**src/rtl/enemy_sprite_fetch_pkg.sv**
```systemverilog
// Shared enemy sprite geometry, transparency key and colour word types.
package enemy_sprite_fetch_pkg;

  localparam int unsigned SPR_W     = 64;
  localparam int unsigned SPR_H     = 42;
  localparam int unsigned FRAMES    = 4;
  localparam int unsigned FRAME_PIX = SPR_W * SPR_H;
  localparam int unsigned RGB_W     = 12;
  localparam int unsigned ANIM_DIV  = 8;

  localparam logic [RGB_W-1:0] KEY_COLOR = 12'h0F0;

  typedef logic [RGB_W-1:0] rgb444_t;

  typedef struct packed {
    logic [9:0] x;
    logic [9:0] y;
  } pix_pos_t;

endpackage

```
**src/rtl/enemy_anim_ctr.sv**
```systemverilog
// Animation frame counter: advances frame_idx once every ANIM_DIV frame ticks.
module enemy_anim_ctr #(
  parameter int unsigned FRAMES   = enemy_sprite_fetch_pkg::FRAMES,
  parameter int unsigned ANIM_DIV = enemy_sprite_fetch_pkg::ANIM_DIV
) (
  input  logic                      clk,
  input  logic                      reset,
  input  logic                      i_frame_tick,
  input  logic                      i_anim_en,
  output logic [$clog2(FRAMES)-1:0] o_frame_idx
);

  localparam int unsigned DIV_W  = (ANIM_DIV > 1) ? $clog2(ANIM_DIV) : 1;
  localparam int unsigned FIDX_W = $clog2(FRAMES);

  logic [DIV_W-1:0]  r_div_cnt;
  logic [FIDX_W-1:0] r_frame_idx;

  // Only the tick edge moves the frame, so a whole video frame sees one index.
  always_ff @(posedge clk or posedge reset) begin
    if (reset) begin
      r_div_cnt   <= '0;
      r_frame_idx <= '0;
    end else if (i_frame_tick && i_anim_en) begin
      if (r_div_cnt == DIV_W'(ANIM_DIV - 1)) begin
        r_div_cnt   <= '0;
        r_frame_idx <= (r_frame_idx == FIDX_W'(FRAMES - 1)) ? '0
                                                             : r_frame_idx + FIDX_W'(1);
      end else begin
        r_div_cnt <= r_div_cnt + DIV_W'(1);
      end
    end
  end

  assign o_frame_idx = r_frame_idx;

endmodule

```
**src/rtl/enemy_sprite_fetch.sv**
```systemverilog
// Enemy sprite reader: box test and ROM addressing, ROM latency alignment,
// and colour-key removal, three clocks from pixel sample to colour out.
module enemy_sprite_fetch #(
  parameter int unsigned            SPR_W      = enemy_sprite_fetch_pkg::SPR_W,
  parameter int unsigned            SPR_H      = enemy_sprite_fetch_pkg::SPR_H,
  parameter int unsigned            FRAMES     = enemy_sprite_fetch_pkg::FRAMES,
  parameter int unsigned            ADDR_WIDTH = 14,
  parameter int unsigned            DATA_WIDTH = enemy_sprite_fetch_pkg::RGB_W,
  parameter logic [DATA_WIDTH-1:0]  KEY_COLOR  = enemy_sprite_fetch_pkg::KEY_COLOR,
  parameter int unsigned            ANIM_DIV   = enemy_sprite_fetch_pkg::ANIM_DIV
) (
  input  logic                      clk,
  input  logic                      reset,
  input  logic [9:0]                pixel_x,
  input  logic [9:0]                pixel_y,
  input  logic                      pixel_valid,
  input  logic [9:0]                pos_x,
  input  logic [9:0]                pos_y,
  input  logic                      visible,
  input  logic                      flip_x,
  input  logic                      anim_en,
  input  logic                      frame_tick,
  output logic [ADDR_WIDTH-1:0]     rom_addr,
  input  logic [DATA_WIDTH-1:0]     rom_data,
  output logic [DATA_WIDTH-1:0]     rgb_o,
  output logic                      opaque_o,
  output logic [$clog2(FRAMES)-1:0] frame_idx
);

  import enemy_sprite_fetch_pkg::*;

  localparam int unsigned DX_W        = $clog2(SPR_W);
  localparam int unsigned DY_W        = $clog2(SPR_H);
  localparam int unsigned FIDX_W      = $clog2(FRAMES);
  localparam int unsigned FRAME_WORDS = SPR_W * SPR_H;

  pix_pos_t              w_pix;
  pix_pos_t              w_pos;
  logic [10:0]           w_px, w_py, w_ox, w_oy;
  logic                  w_in_box;
  logic [DX_W-1:0]       w_dx_raw;
  logic [DX_W-1:0]       w_dx;
  logic [DY_W-1:0]       w_dy;
  logic [ADDR_WIDTH-1:0] w_addr;
  logic [FIDX_W-1:0]     w_frame_idx;
  logic                  w_opaque;

  logic                  r_in_box_d1;
  logic                  r_in_box_d2;
  logic [ADDR_WIDTH-1:0] r_rom_addr;
  logic [DATA_WIDTH-1:0] r_rgb;
  logic                  r_opaque;

  assign w_pix = '{x: pixel_x, y: pixel_y};
  assign w_pos = '{x: pos_x,   y: pos_y};

  // 11-bit compare so a box near the right/bottom edge cannot wrap.
  assign w_px = {1'b0, w_pix.x};
  assign w_py = {1'b0, w_pix.y};
  assign w_ox = {1'b0, w_pos.x};
  assign w_oy = {1'b0, w_pos.y};

  assign w_in_box = pixel_valid & visible
                  & (w_px >= w_ox) & (w_px < w_ox + 11'(SPR_W))
                  & (w_py >= w_oy) & (w_py < w_oy + 11'(SPR_H));

  assign w_dx_raw = DX_W'(w_pix.x - w_pos.x);
  assign w_dy     = DY_W'(w_pix.y - w_pos.y);
  assign w_dx     = flip_x ? (DX_W'(SPR_W - 1) - w_dx_raw) : w_dx_raw;

  assign w_addr = ADDR_WIDTH'(32'(w_frame_idx) * FRAME_WORDS)
                + (ADDR_WIDTH'(w_dy) << DX_W)
                + ADDR_WIDTH'(w_dx);

  assign w_opaque = r_in_box_d2 && (rom_data != KEY_COLOR);

  enemy_anim_ctr #(
    .FRAMES   (FRAMES),
    .ANIM_DIV (ANIM_DIV)
  ) u_anim_ctr (
    .clk          (clk),
    .reset        (reset),
    .i_frame_tick (frame_tick),
    .i_anim_en    (anim_en),
    .o_frame_idx  (w_frame_idx)
  );

  // Stage 1 address, stage 2 flag alongside ROM read, stage 3 keyed colour.
  always_ff @(posedge clk or posedge reset) begin
    if (reset) begin
      r_rom_addr  <= '0;
      r_in_box_d1 <= 1'b0;
      r_in_box_d2 <= 1'b0;
      r_rgb       <= '0;
      r_opaque    <= 1'b0;
    end else begin
      r_rom_addr  <= w_in_box ? w_addr : '0;
      r_in_box_d1 <= w_in_box;
      r_in_box_d2 <= r_in_box_d1;
      r_opaque    <= w_opaque;
      r_rgb       <= w_opaque ? rom_data : '0;
    end
  end

  assign rom_addr  = r_rom_addr;
  assign rgb_o     = r_rgb;
  assign opaque_o  = r_opaque;
  assign frame_idx = w_frame_idx;

endmodule

```
**config.mk**
```make
export PLATFORM = sky130hd
export DESIGN_NAME = enemy_sprite_fetch
export DESIGN_NICKNAME = d
export VERILOG_FILES = /design/src/rtl/enemy_sprite_fetch_pkg.sv /design/src/rtl/enemy_anim_ctr.sv /design/src/rtl/enemy_sprite_fetch.sv
export SDC_FILE = /design/constraint.sdc
export NUM_CORES = 1
export LEC_CHECK = 0
export ABC_CLOCK_PERIOD_IN_PS = 2300
export CORE_AREA = 8 8 97 77
export CTS_CLUSTER_SIZE = 12
export DETAILED_ROUTE_END_ITERATION = 10
export DIE_AREA = 0 0 105 85
export PLACE_DENSITY = 0.92
export SYNTH_ARGS = -nofsm -noshare
export SYNTH_HDL_FRONTEND = slang
export SYNTH_SLANG_ARGS = --single-unit
```
**constraint.sdc**
```tcl
create_clock -name clk -period 2.3 [get_ports clk]
set_input_delay 0.46 -clock clk [delete_from_list [all_inputs] [get_ports clk]]
set_output_delay 0.46 -clock clk [all_outputs]
set_load 0.03 [all_outputs]
```
==> Yosys cells after proc, flatten, opt, wreduce, memory -nomap -nowiden <==
Index checks and enable logic that the tools add are counted.
{ "op_classes": {"addsub": 9, "multipliers": 1, "n_div": 0, "order_cmp": 4, "eq_ne": 3, "n_shift": 0, "n_mux": 5, "bitwise": 5, "n_reduce_logical": 3} }
{ "op_table": {"columns": ["cell", "count"], "rows": [
  ["< comparator 10 x 11 -> 1 bit", 2],
  ["greater-or-equal comparator 10 bit", 2],
  ["adder 14 x 12 -> 14 bit", 1],
  ["adder 14 x 6 -> 14 bit", 1],
  ["two-way mux 14 bit", 1],
  ["two-way mux 12 bit", 1],
  ["inequality test 12 x 8 -> 1 bit (second input constant)", 1],
  ["subtractor 6 bit", 2],
  ["adder 10 x 6 -> 11 bit (second input constant)", 1],
  ["adder 10 x 7 -> 11 bit (second input constant)", 1],
  ["multiplier 2 x 5 -> 7 bit (second input constant)", 1],
  ["two-way mux 6 bit", 1],
  ["subtractor 6 bit (first input constant)", 1],
  ["AND 1 bit", 5],
  ["adder 3 x 1 -> 3 bit (second input constant)", 1],
  ["equality test 3 bit (second input constant)", 1],
  ["two-way mux 3 bit", 1],
  ["adder 2 x 1 -> 2 bit (second input constant)", 1],
  ["equality test 2 bit (second input constant)", 1],
  ["logical AND 1 bit", 2],
  ["two-way mux 2 bit", 1],
  ["AND reduction 2 bit", 1]
]} }
{ "totals": {"regBits": 34, "latchBits": 0, "mem_bits_rw": 0, "rom_bits": 0, "in_bits": 59, "out_inout_bits": 29, "wordCells": 37, "mem_count": 0} }

==> Depth between registers and ports, before layout <==
Gate-level depths: netlist of the first run.
{ "logic_depth": {"word_depth": 6, "mapped_depth": 13, "mapped_depth_nobuf": 13} }

==> Hierarchy <==
From an unflattened synthesis of the first run, not the netlist that was laid out.
{ "hier_totals": {"hier_cells": 272, "area_unflattened_um2": 2718.9} }
{ "by_module_without_submodules": {"columns": ["module", "n_inst", "cells_each", "area_per_inst_um2", "seq_area_each_um2"], "rows": [
  ["enemy_sprite_fetch", 1, 254, 2479.9, 725.7],
  ["enemy_anim_ctr", 1, 18, 239.0, 125.1]
]} }

==> Least setup slack after synthesis of the first run <==
Ideal clock, no wire load.
{ "synth_timing": {"path_type": "input to register", "startpoint": "input port pos_y[1]", "endpoint": "register r_rom_addr[10], in the netlist rom_addr[10]", "setup_ns": 0.096, "arrival_time_ns": 2.599, "t_required_ns": 2.204, "slack_ns": -0.394, "stages": 12, "path_buffers": 1, "cell_sequence": "ha_1 nor2_1 nor2_1 o21ai_0 or3_1 xnor2_1 ha_1 a21o_1 a221oi_2 o211ai_2 buf_6 nor4_2"} }
{ "synth_between": {"elab_chain_cells": 4, "word_cells_on_any_way": 9, "cone_classes": "add/sub: 4; order compare: 2; mux: 1; bitwise: 2"} }
{ "synth_rtl": {"columns": ["element", "line", "source"], "rows": [
  ["start: declaration", "enemy_sprite_fetch.sv:18", "input logic [9:0] pos_y,"],
  ["subtractor 6 bit, or another cell as far along", "enemy_sprite_fetch.sv:68", "assign w_dy = DY_W'(w_pix.y - w_pos.y);"],
  ["adder 14 x 12 -> 14 bit, or another cell as far along", "enemy_sprite_fetch.sv:72", "+ (ADDR_WIDTH'(w_dy) << DX_W)"],
  ["adder 14 x 6 -> 14 bit / AND 1 bit (equally long branches)", "enemy_sprite_fetch.sv:73, enemy_sprite_fetch.sv:65", null],
  ["two-way mux 14 bit *", "enemy_sprite_fetch.sv:97", "r_rom_addr <= w_in_box ? w_addr : '0;"],
  ["end signal: assignment", "enemy_sprite_fetch.sv:97", null],
  ["end: declaration", "enemy_sprite_fetch.sv:50", "logic [ADDR_WIDTH-1:0] r_rom_addr;"]
]} }
Every way passes the cells marked *; elsewhere a longest branch is shown, timed or not.
A chain may end at the register's enable or synchronous reset.

==> Worst setup path after layout of the first run <==
{ "layout_timing": {"startpoint": "input port pos_y[1]", "endpoint": "register r_rom_addr[12], in the netlist rom_addr[12]"} }
Same word-level chain as after synthesis.

==> impl_metrics.csv, run 1 <==
group,metric,value,unit
setup_path,slowest_stage,"fa_2",
layout,area_growth,73.0,%
clock_network,clk_latency,290,ps
setup_path,arrival,2900,ps
setup_path,crit_family,"compound AO/OA/AOI/OAI gates",
die,fp.dieH,85,um
clock_network,ctsHoldBuffers,0,
layout,fin_area,0.00464,mm2
setup_path,critPathLaunchType,"input pin",
drt,wirelength,11.2,mm
drt,antenna_left,0,
layout,drive_above_1_share,0.322,
logic_synthesis,synth_fp_nets,373,
drt,drtPass1Iterations,5,
placement,io_buffers,87,
hold_path,hp-class,"reg2reg",
global_route,grt-ovfl-total,0,
die,dieArea,0.00893,mm2
die,initial_utilization,0.446,
layout,seqCellArea,851,um2
layout,fin_util,0.772,
global_route,grt_usage,0.212,
layout,final_cell_mix,"clkdlybuf4s50_1 (73), buf_4 (54), ha_1 (37)",
pwr,power_density,557,mW/mm2
drt,via_per_inst,5.85,
logic_synthesis,seq_area_frac_synth,0.317,
timing,rsz0062_at_grt,"yes",
setup_path,path_depth,14,
logic_synthesis,synth_area,0.00268,mm2
setup_path,critPathCaptureType,"flop",
timing,tightest_slew,453,ps
timing,min_period_over_period,1.18,
layout,num_antenna_cells,0,
die,chipWidth,105,um
drt,drc,0,
die,io_pins,88,
global_route,grt_pass1_wl,15.4,mm
clock_network,cts_buffers,5,
clock_network,clk_pin_slew_worst_paths,80,ps
clock_network,cts.sinks,34,
clock_network,cts_buffer_depth,2,
logic_synthesis,synth_edf_count,0,
logic_synthesis,synth_seq_cells,34,
logic_synthesis,synthCells,268,
layout,fillers,336,
timing,finalSetupViolCount,15,
timing,slew_violations,0,
global_route,grt_pass1_vias,3138,
drt,wl_per_cell,22.1,um
logic_synthesis,yosys_warnings,0,
timing,relSlewSlack,0.696,
placement,hpwl,6.15,mm
pwr,p_leak,2.12,nW
clock_network,cts-root-buf,"clkbuf_8",
logic_synthesis,synth_cell_types,44,
die,num_rows,25,
pwr,power,2.58,mW
logic_synthesis,synthFlopType,"dfrtp_1",
setup_path,crit_path_max_fanout,3,
timing,fmax,370,MHz
drt,drt-initial-drc-count,209,
timing,min_period,2710,ps
setup_path,crit_buf_inv,4,
timing,whs,387,ps
hold_path,holdPathStages,0,
layout,multiInputGateArea,0.00199,mm2
outcome,status,"finished, violations left",
logic_synthesis,synthArstFlopShare,1.00,
global_route,antenna_found_initial,0,
outcome,violations,"negative setup slack",
layout,final_nets,531,
clock_network,cts_tree,"done",
timing,setup_ws,-406,ps
timing,skew,12.0,ps
setup_path,required,2490,ps
die,coreArea,0.00601,mm2
logic_synthesis,syn_avg_cell_area,10.0,um2
clock_network,h-tree-depth,2,
drt,vias,2966,
setup_path,critPathMaxStageDelay,370,ps
setup_path,reg2regPathDepth,8,
setup_path,cp_cell_sequence,"buf_8 -> buf_6 -> inv_4 -> buf_6 -> fa_2 -> a21o_1 -> a21oi_2 -> xnor2_1 -> ha_1 -> o21ai_0 -> o21ai_1 -> a21oi_2 -> xnor2_1 -> nor4_2",
run,maxCapViolations,0,
pwr,worst_ir_drop_vdd,0.314,mV
placement,postPlaceCellArea,0.00405,mm2
timing,finalHoldViolCount,0,
layout,final_common_cell,"clkdlybuf4s50_1",
setup_path,worstSetupPathType,"in2reg",
global_route,grt_max_degree,27,
placement,gp_congestion,0.872,
where the power goes:
part	leakage, nW	total (mW)	internal [mW]	switching, mW
clock network	0.0573	0.567	0.347	0.220
registers	0.467	0.702	0.640	0.0612
logic	1.60	1.32	0.633	0.683
total	2.12	2.58	1.62	0.964
through the flow:
stage / setup TNS, ps / worst slack [ps] / instances
6_report: -5030 / -406 / 507
3_3_place_gp: -14370 / -977 / 482
4_1_cts: -2870 / -255 / 503
5_1_grt: -6450 / -491 / 507
3_5_place_dp: -15580 / -1110 / 482
2_1_floorplan: -4460 / -333 / 268
Yosys cell counts, drive strengths merged (2+ instances only):
library cell | number | area, um2
and2 | 12 | 75.1
nor2 | 10 | 37.5
fa | 3 | 60.1
nand2b | 2 | 12.5
nor2b | 3 | 18.8
a21boi | 2 | 15.0
xnor2 | 19 | 166
nand2 | 6 | 22.5
nor3 | 4 | 20.0
mux2 | 3 | 33.8
nor4 | 13 | 138
a2111o | 2 | 22.5
a21o | 9 | 67.6
o21ai | 9 | 45.0
o21a | 3 | 22.5
buf | 3 | 21.3
inv | 31 | 116
a211oi | 2 | 15.0
a21oi | 15 | 78.8
o211ai | 6 | 50.1
a31oi | 3 | 18.8
xor2 | 6 | 52.6
nand4 | 5 | 31.3
ha | 43 | 538
nand3 | 6 | 30.0
dfrtp | 34 | 851
nor4b | 3 | 26.3
logic make-up (layout without fill, tap and decap cells):
family                     count (synthesis)  count (layout)  share of synthesized area
DFF                                       34              34                      0.317
xor gates and xnor gates                  25              25                     0.0817
AOI/OAI and AO/OA                         55              55                      0.141
muxes                                      4               4                     0.0163
adders and majority gates                 46              46                      0.223
and+or+nand+nor                           68              68                      0.167
buffers and inverters                     36             194                     0.0542
routing by layer:
layer / up-vias / GRT usage / wire length, um
met5: - / 0 / 0
met4: 0 / 0.101 / 563
met3: 61 / 0.0568 / 1030
met2: 211 / 0.401 / 5640
met1: 1410 / 0.211 / 4000
li1: 1284 / - / -
final timing paths:
check,from,to,slack [ps]
hold / removal,r_in_box_d1,r_in_box_d2,390
hold reg to reg,r_in_box_d1,r_in_box_d2,390
setup reg to reg,u_anim_ctr.o_frame_idx[0],rom_addr[13],90
setup / recovery,pos_y[1],rom_addr[12],-410
max in group asynchronous,reset,rgb_o[0],1380
min in group asynchronous,reset,rgb_o[4],450
sequential cells by signal, indices dropped and copies added (netlist names):
name                    cells
r_in_box_d1                 1
rgb_o                      12
opaque_o                    1
rom_addr                   14
u_anim_ctr.o_frame_idx      2
u_anim_ctr.r_div_cnt        3
r_in_box_d2                 1
final cells by class:
cell class / count / share of cell area
clock buffer: 6 / 0.0178
clock inverter: 1 / 0.00648
inverter: 32 / 0.0267
multi-input combinational: 198 / 0.428
sequential: 34 / 0.183
tap: 81 / 0.0219
timing repair buffer: 155 / 0.315
repair_timing:
item | in CTS | in global routing
pin swaps | 31 | 17
gates resized for setup | 95 | 17
cloned | 0 | 1
buffers inserted | 14 | 3
endpoints found under the setup margin | 15 | 15
(Power assumes the default switching activity.)
==> run 2: changes to the inputs <==
--- a/config.mk
+++ b/config.mk
@@ -6,11 +6,13 @@
 export NUM_CORES = 1
 export LEC_CHECK = 0
 export ABC_CLOCK_PERIOD_IN_PS = 2300
-export CORE_AREA = 8 8 97 77
+export CAP_MARGIN = 20
+export CORE_AREA = 8 8 84 68
 export CTS_CLUSTER_SIZE = 12
 export DETAILED_ROUTE_END_ITERATION = 10
-export DIE_AREA = 0 0 105 85
-export PLACE_DENSITY = 0.92
+export DIE_AREA = 0 0 92 76
+export DONT_BUFFER_PORTS = 1
+export PLACE_DENSITY = 0.9
 export SYNTH_ARGS = -nofsm -noshare
 export SYNTH_HDL_FRONTEND = slang
 export SYNTH_SLANG_ARGS = --single-unit
==> impl_metrics.csv, run 2 (synthesis results as in run 1) <==
group,metric,value,unit
hold_path,hp-class,"in2async",
timing,setup_ws,-154,ps
layout,final_nets,410,
clock_network,cts-root-buf,"clkbuf_8",
die,coreArea,0.00451,mm2
outcome,status,"finished, violations left",
timing,skew,5.28,ps
clock_network,cts_buffer_depth,2,
pwr,swShare,0.360,
setup_path,crit_path_max_fanout,4,
layout,drive_above_1_share,0.252,
pwr,p_leak,1.57,nW
clock_network,h-tree-depth,2,
layout,area_growth,22.3,%
timing,min_period_over_period,1.07,
setup_path,worstSetupPathType,"in2reg",
die,fp.dieH,76,um
placement,pre_cts_ws,-653,ps
placement,io_buffers,0,
timing,finalHoldViolCount,0,
drt,drtPass1Iterations,4,
layout,largest_reg_flops,14,
pwr,p_switching,723,uW
drt,antenna_left,0,
clock_network,cts_buffers,5,
die,io_pins,88,
timing,slew_violations,0,
global_route,grt_pass1_wl,10.7,mm
setup_path,required,2490,ps
layout,final_common_cell,"ha_1",
die,num_rows,22,
layout,seqCellArea,851,um2
die,initial_utilization,0.594,
drt,vias,2149,
pwr,internal-power,1.29,mW
outcome,violations,"negative setup slack",
layout,fin_area,0.00328,mm2
layout,num_antenna_cells,0,
drt,via_per_inst,5.89,
clock_network,cts_tree,"done",
clock_network,ctsHoldBuffers,0,
pwr,clockPowerShare,0.198,
drt,wirelength,6.66,mm
drt,drc,0,
timing,fmax,407,MHz
timing,fin_setup_tns,-1590,ps
timing,min_period,2450,ps
run,maxCapViolations,0,
timing,rsz0062_at_grt,"yes",
timing,finalSetupViolCount,15,
layout,multiInputGateArea,0.00187,mm2
global_route,grt_pass1_vias,2266,
global_route,grt_usage,0.187,
global_route,antenna_found_initial,0,
drt,wl_per_cell,18.3,um
clock_network,clk_pin_slew_worst_paths,60,ps
placement,hpwl,5.12,mm
setup_path,arrival,2640,ps
die,dieArea,0.00699,mm2
pwr,power_density,613,mW/mm2
pwr,sequentialPowerShare,0.341,
placement,postPlaceCellArea,0.00295,mm2
global_route,grt_max_degree,35,
layout,final_cell_mix,"ha_1 (39), dfrtp_1 (34), inv_1 (30), buf_4 (30), xnor2_1 (18)",
timing,tightest_slew,408,ps
setup_path,critPathCaptureType,"flop",
global_route,grt-ovfl-total,0,
drt,drt-initial-drc-count,87,
timing,relSlewSlack,0.728,
setup_path,critPathLaunchType,"input pin",
pwr,worst_ir_drop_vdd,0.524,mV
timing,whs,151,ps
clock_network,cts.sinks,34,
clock_network,clk_latency,280,ps
layout,fillers,300,
pwr,combinationalPowerShare,0.461,
placement,gp_congestion,0.837,
die,chipWidth,92,um
==> run 2: path summary, 6_finish.rpt <==
path                                      startpoint      endpoint  depth (start not counted)  slack, ps
min reg2reg                              r_in_box_d1   r_in_box_d2                          0        340
max reg2reg                u_anim_ctr.o_frame_idx[0]  rom_addr[11]                          7        470
min in group clk                         rom_data[3]      rgb_o[3]                          1        300
min                                            reset      rgb_o[3]                          2        150
max                                         pos_y[2]  rom_addr[13]                         13       -150
max in group asynchronous                      reset   rom_addr[7]                          2       1860
==> run 2: power groups by stage <==
stage	clock (mW)	sequential, mW	combinational (mW)
finish	0.398	0.686	0.926
floorplan	0	0.724	0.531
global placement	0	0.694	0.743
CTS	0.401	0.687	0.867
detailed placement	0	0.697	0.785
global route	0.437	0.692	1.02
==> run 2: timing repair <==
| action | 4_1_cts | 5_1_grt |
|---|---|---|
| cloned | 0 | 0 |
| gates resized for setup | 23 | 9 |
| setup buffers | 7 | 2 |
| pin swaps | 12 | 8 |
| endpoints found under the setup margin | 15 | 15 |
| hold endpoints to repair | 0 | 0 |
==> run 2: metal layers <==
| layer | GRT usage | vias up | share of wire |
|---|---|---|---|
| li1 | - | 1026 | - |
| met1 | 0.200 | 1024 | 0.38 |
| met2 | 0.333 | 80 | 0.51 |
| met3 | 0.0610 | 19 | 0.077 |
| met4 | 0.0658 | 0 | 0.030 |
| met5 | 0 | - | 0 |
==> run 2: critical path, cell delays in order <==
cell and delay (ps):
ha_4 130, nor2_4 40, nor2_4 100, o21ai_2 80
or3_4 340, xnor2_2 150, ha_1 300, a21o_1 170
a221oi_2 260, o211ai_2 160, buf_6 170, buf_12 130
nor4_4 140
==> run 2: final cells by class <==
type / count / area share
multi-input combinational: 198 / 0.570
timing repair buffer: 34 / 0.0878
clock buffer: 7 / 0.0233
tap: 60 / 0.0229
inverter: 32 / 0.0367
sequential: 34 / 0.260
==> run 2: metrics by stage <==
stage           util  cells  power [mW]
2_1_floorplan      -    268        1.25
3_3_place_gp   0.654    349        1.44
3_5_place_dp   0.654    349        1.48
4_1_cts        0.710    363        1.95
5_1_grt        0.726    365        2.15
6_report       0.726    365        2.01
==> run 3: changes to the inputs <==
--- a/config.mk
+++ b/config.mk
@@ -7,12 +7,13 @@
 export LEC_CHECK = 0
 export ABC_CLOCK_PERIOD_IN_PS = 2300
 export CAP_MARGIN = 20
-export CORE_AREA = 8 8 84 68
+export CORE_AREA = 2 2 78 62
 export CTS_CLUSTER_SIZE = 12
 export DETAILED_ROUTE_END_ITERATION = 10
-export DIE_AREA = 0 0 92 76
+export DIE_AREA = 0 0 80 64
 export DONT_BUFFER_PORTS = 1
-export PLACE_DENSITY = 0.9
+export PLACE_DENSITY = 0.78
+export SKIP_CTS_REPAIR_TIMING = 1
 export SYNTH_ARGS = -nofsm -noshare
 export SYNTH_HDL_FRONTEND = slang
 export SYNTH_SLANG_ARGS = --single-unit
==> impl_metrics.csv, run 3 (synthesis results as in run 1) <==
group,metric,value,unit
setup_path,critPathLaunchType,"input pin",
pwr,worst_ir_drop_vdd,0.537,mV
placement,postPlaceCellArea,0.00298,mm2
timing,min_period,2340,ps
die,io_pins,88,
pwr,power_density,622,mW/mm2
die,chipWidth,80,um
layout,final_nets,404,
timing,slew_violations,0,
global_route,grt-ovfl-total,0,
clock_network,cts-root-buf,"clkbuf_8",
outcome,violations,"negative setup slack",
layout,fin_area,0.00321,mm2
layout,area_growth,19.7,%
timing,setup_ws,-40.9,ps
die,fp.dieH,64,um
drt,wirelength,5.81,mm
global_route,grt_usage,0.222,
drt,wl_per_cell,16.3,um
setup_path,rrSetupSlack,460,ps
timing,relSlewSlack,0.673,
setup_path,worstReg2RegEnd,"rom_addr[11]",
global_route,grt_pass1_vias,2104,
run,maxCapViolations,0,
layout,final_common_cell,"ha_1",
setup_path,reg2regPathDepth,7,
timing,finalSetupViolCount,8,
die,initial_utilization,0.622,
placement,gp_congestion,0.900,
drt,antenna_left,0,
drt,vias,2066,
placement,io_buffers,0,
clock_network,clk_pin_slew_worst_paths,70,ps
setup_path,arrival,2520,ps
timing,fmax,427,MHz
placement,hpwl,4.49,mm
die,dieArea,0.00512,mm2
hold_path,hp-class,"in2async",
clock_network,cts_buffers,5,
setup_path,crit_path_max_fanout,7,
drt,drtPass1Iterations,4,
layout,num_antenna_cells,0,
timing,skew,5.45,ps
timing,whs,86.8,ps
drt,via_per_inst,5.79,
setup_path,timing.rr.start,"u_anim_ctr.o_frame_idx[0]",
die,coreArea,0.00431,mm2
timing,rsz0062_at_grt,"yes",
pwr,p_leak,1.54,nW
clock_network,cts_tree,"done",
global_route,grt_max_degree,16,
timing,min_period_over_period,1.02,
timing,tightest_slew,490,ps
layout,final_cell_mix,"ha_1 (41), dfrtp_1 (34), inv_1 (30)",
layout,drive_above_1_share,0.230,
drt,drc,0,
layout,largest_reg_flops,14,
setup_path,worstSetupPathType,"in2reg",
global_route,antenna_found_initial,0,
die,num_rows,21,
clock_network,h-tree-depth,2,
setup_path,required,2480,ps
global_route,grt_pass1_wl,8.97,mm
clock_network,clk_latency,280,ps
clock_network,cts_buffer_depth,2,
drt,drt-initial-drc-count,57,
setup_path,critPathCaptureType,"flop",
clock_network,cts.sinks,34,
outcome,status,"finished, violations left",
timing,finalHoldViolCount,0,
-- run 3: routing by layer --
metal / wire length [um] / track usage / up-vias / share of wire
li1: - / - / 1016 / -
met1: 2600 / 0.291 / 968 / 0.45
met2: 2730 / 0.356 / 66 / 0.47
met3: 319 / 0.0523 / 16 / 0.055
met4: 159 / 0.0869 / 0 / 0.027
met5: 0 / 0 / - / 0
-- run 3: final cells by class --
| class | count | area [um2] |
|---|---|---|
| inverters | 32 | 120 |
| multi-input cells | 198 | 1830 |
| fillers | 309 | 1100 |
| flip-flops and latches | 34 | 851 |
| clock inverters | 1 | 5.00 |
| clock buffers | 7 | 86.3 |
| repair buffers | 28 | 243 |
| well taps | 57 | 71.3 |
-- run 3: critical path, cell delays in order --
cell,delay (ps)
ha_4,130
nor2_4,40
nor2_4,100
o21ai_2,70
or3_1,320
xnor2_1,140
ha_1,290
a21o_1,190
a221oi_2,280
o211ai_2,170
buf_6,190
nor4_4,140
-- run 3: per-stage QoR --
step | worst slack [ps] | util | total power, mW | std cells | setup TNS (ps)
detailed placement | -536 | 0.691 | 1.48 | 348 | -7080
finish | -40.9 | 0.744 | 1.99 | 357 | -192
global placement | -418 | 0.691 | 1.46 | 348 | -5790
global route | -173 | 0.744 | 2.12 | 357 | -1710
CTS | -259 | 0.712 | 1.93 | 356 | -3060
floorplan | -333 | - | 1.25 | 268 | -4460
-- run 3: worst max-delay path by stage --
stage	endpoint	depth (start not counted)	startpoint	slack, ps
global route	rom_addr[12]	13	pixel_y[0]	-170
CTS	rom_addr[11]	12	pos_y[1]	-260
global placement	rom_addr[13]	12	pos_y[1]	-420
floorplan	rom_addr[11]	12	pos_y[1]	-330
finish	rom_addr[11]	12	pos_y[1]	-40
detailed placement	rom_addr[1]	12	pos_y[1]	-540
-- run 3: power by group --
group,internal (mW),switching (mW),total [mW],leakage [nW]
logic,0.406,0.467,0.873,1.02
registers,0.641,0.0430,0.684,0.467
clock network,0.241,0.196,0.437,0.0482
total,1.29,0.706,1.99,1.54
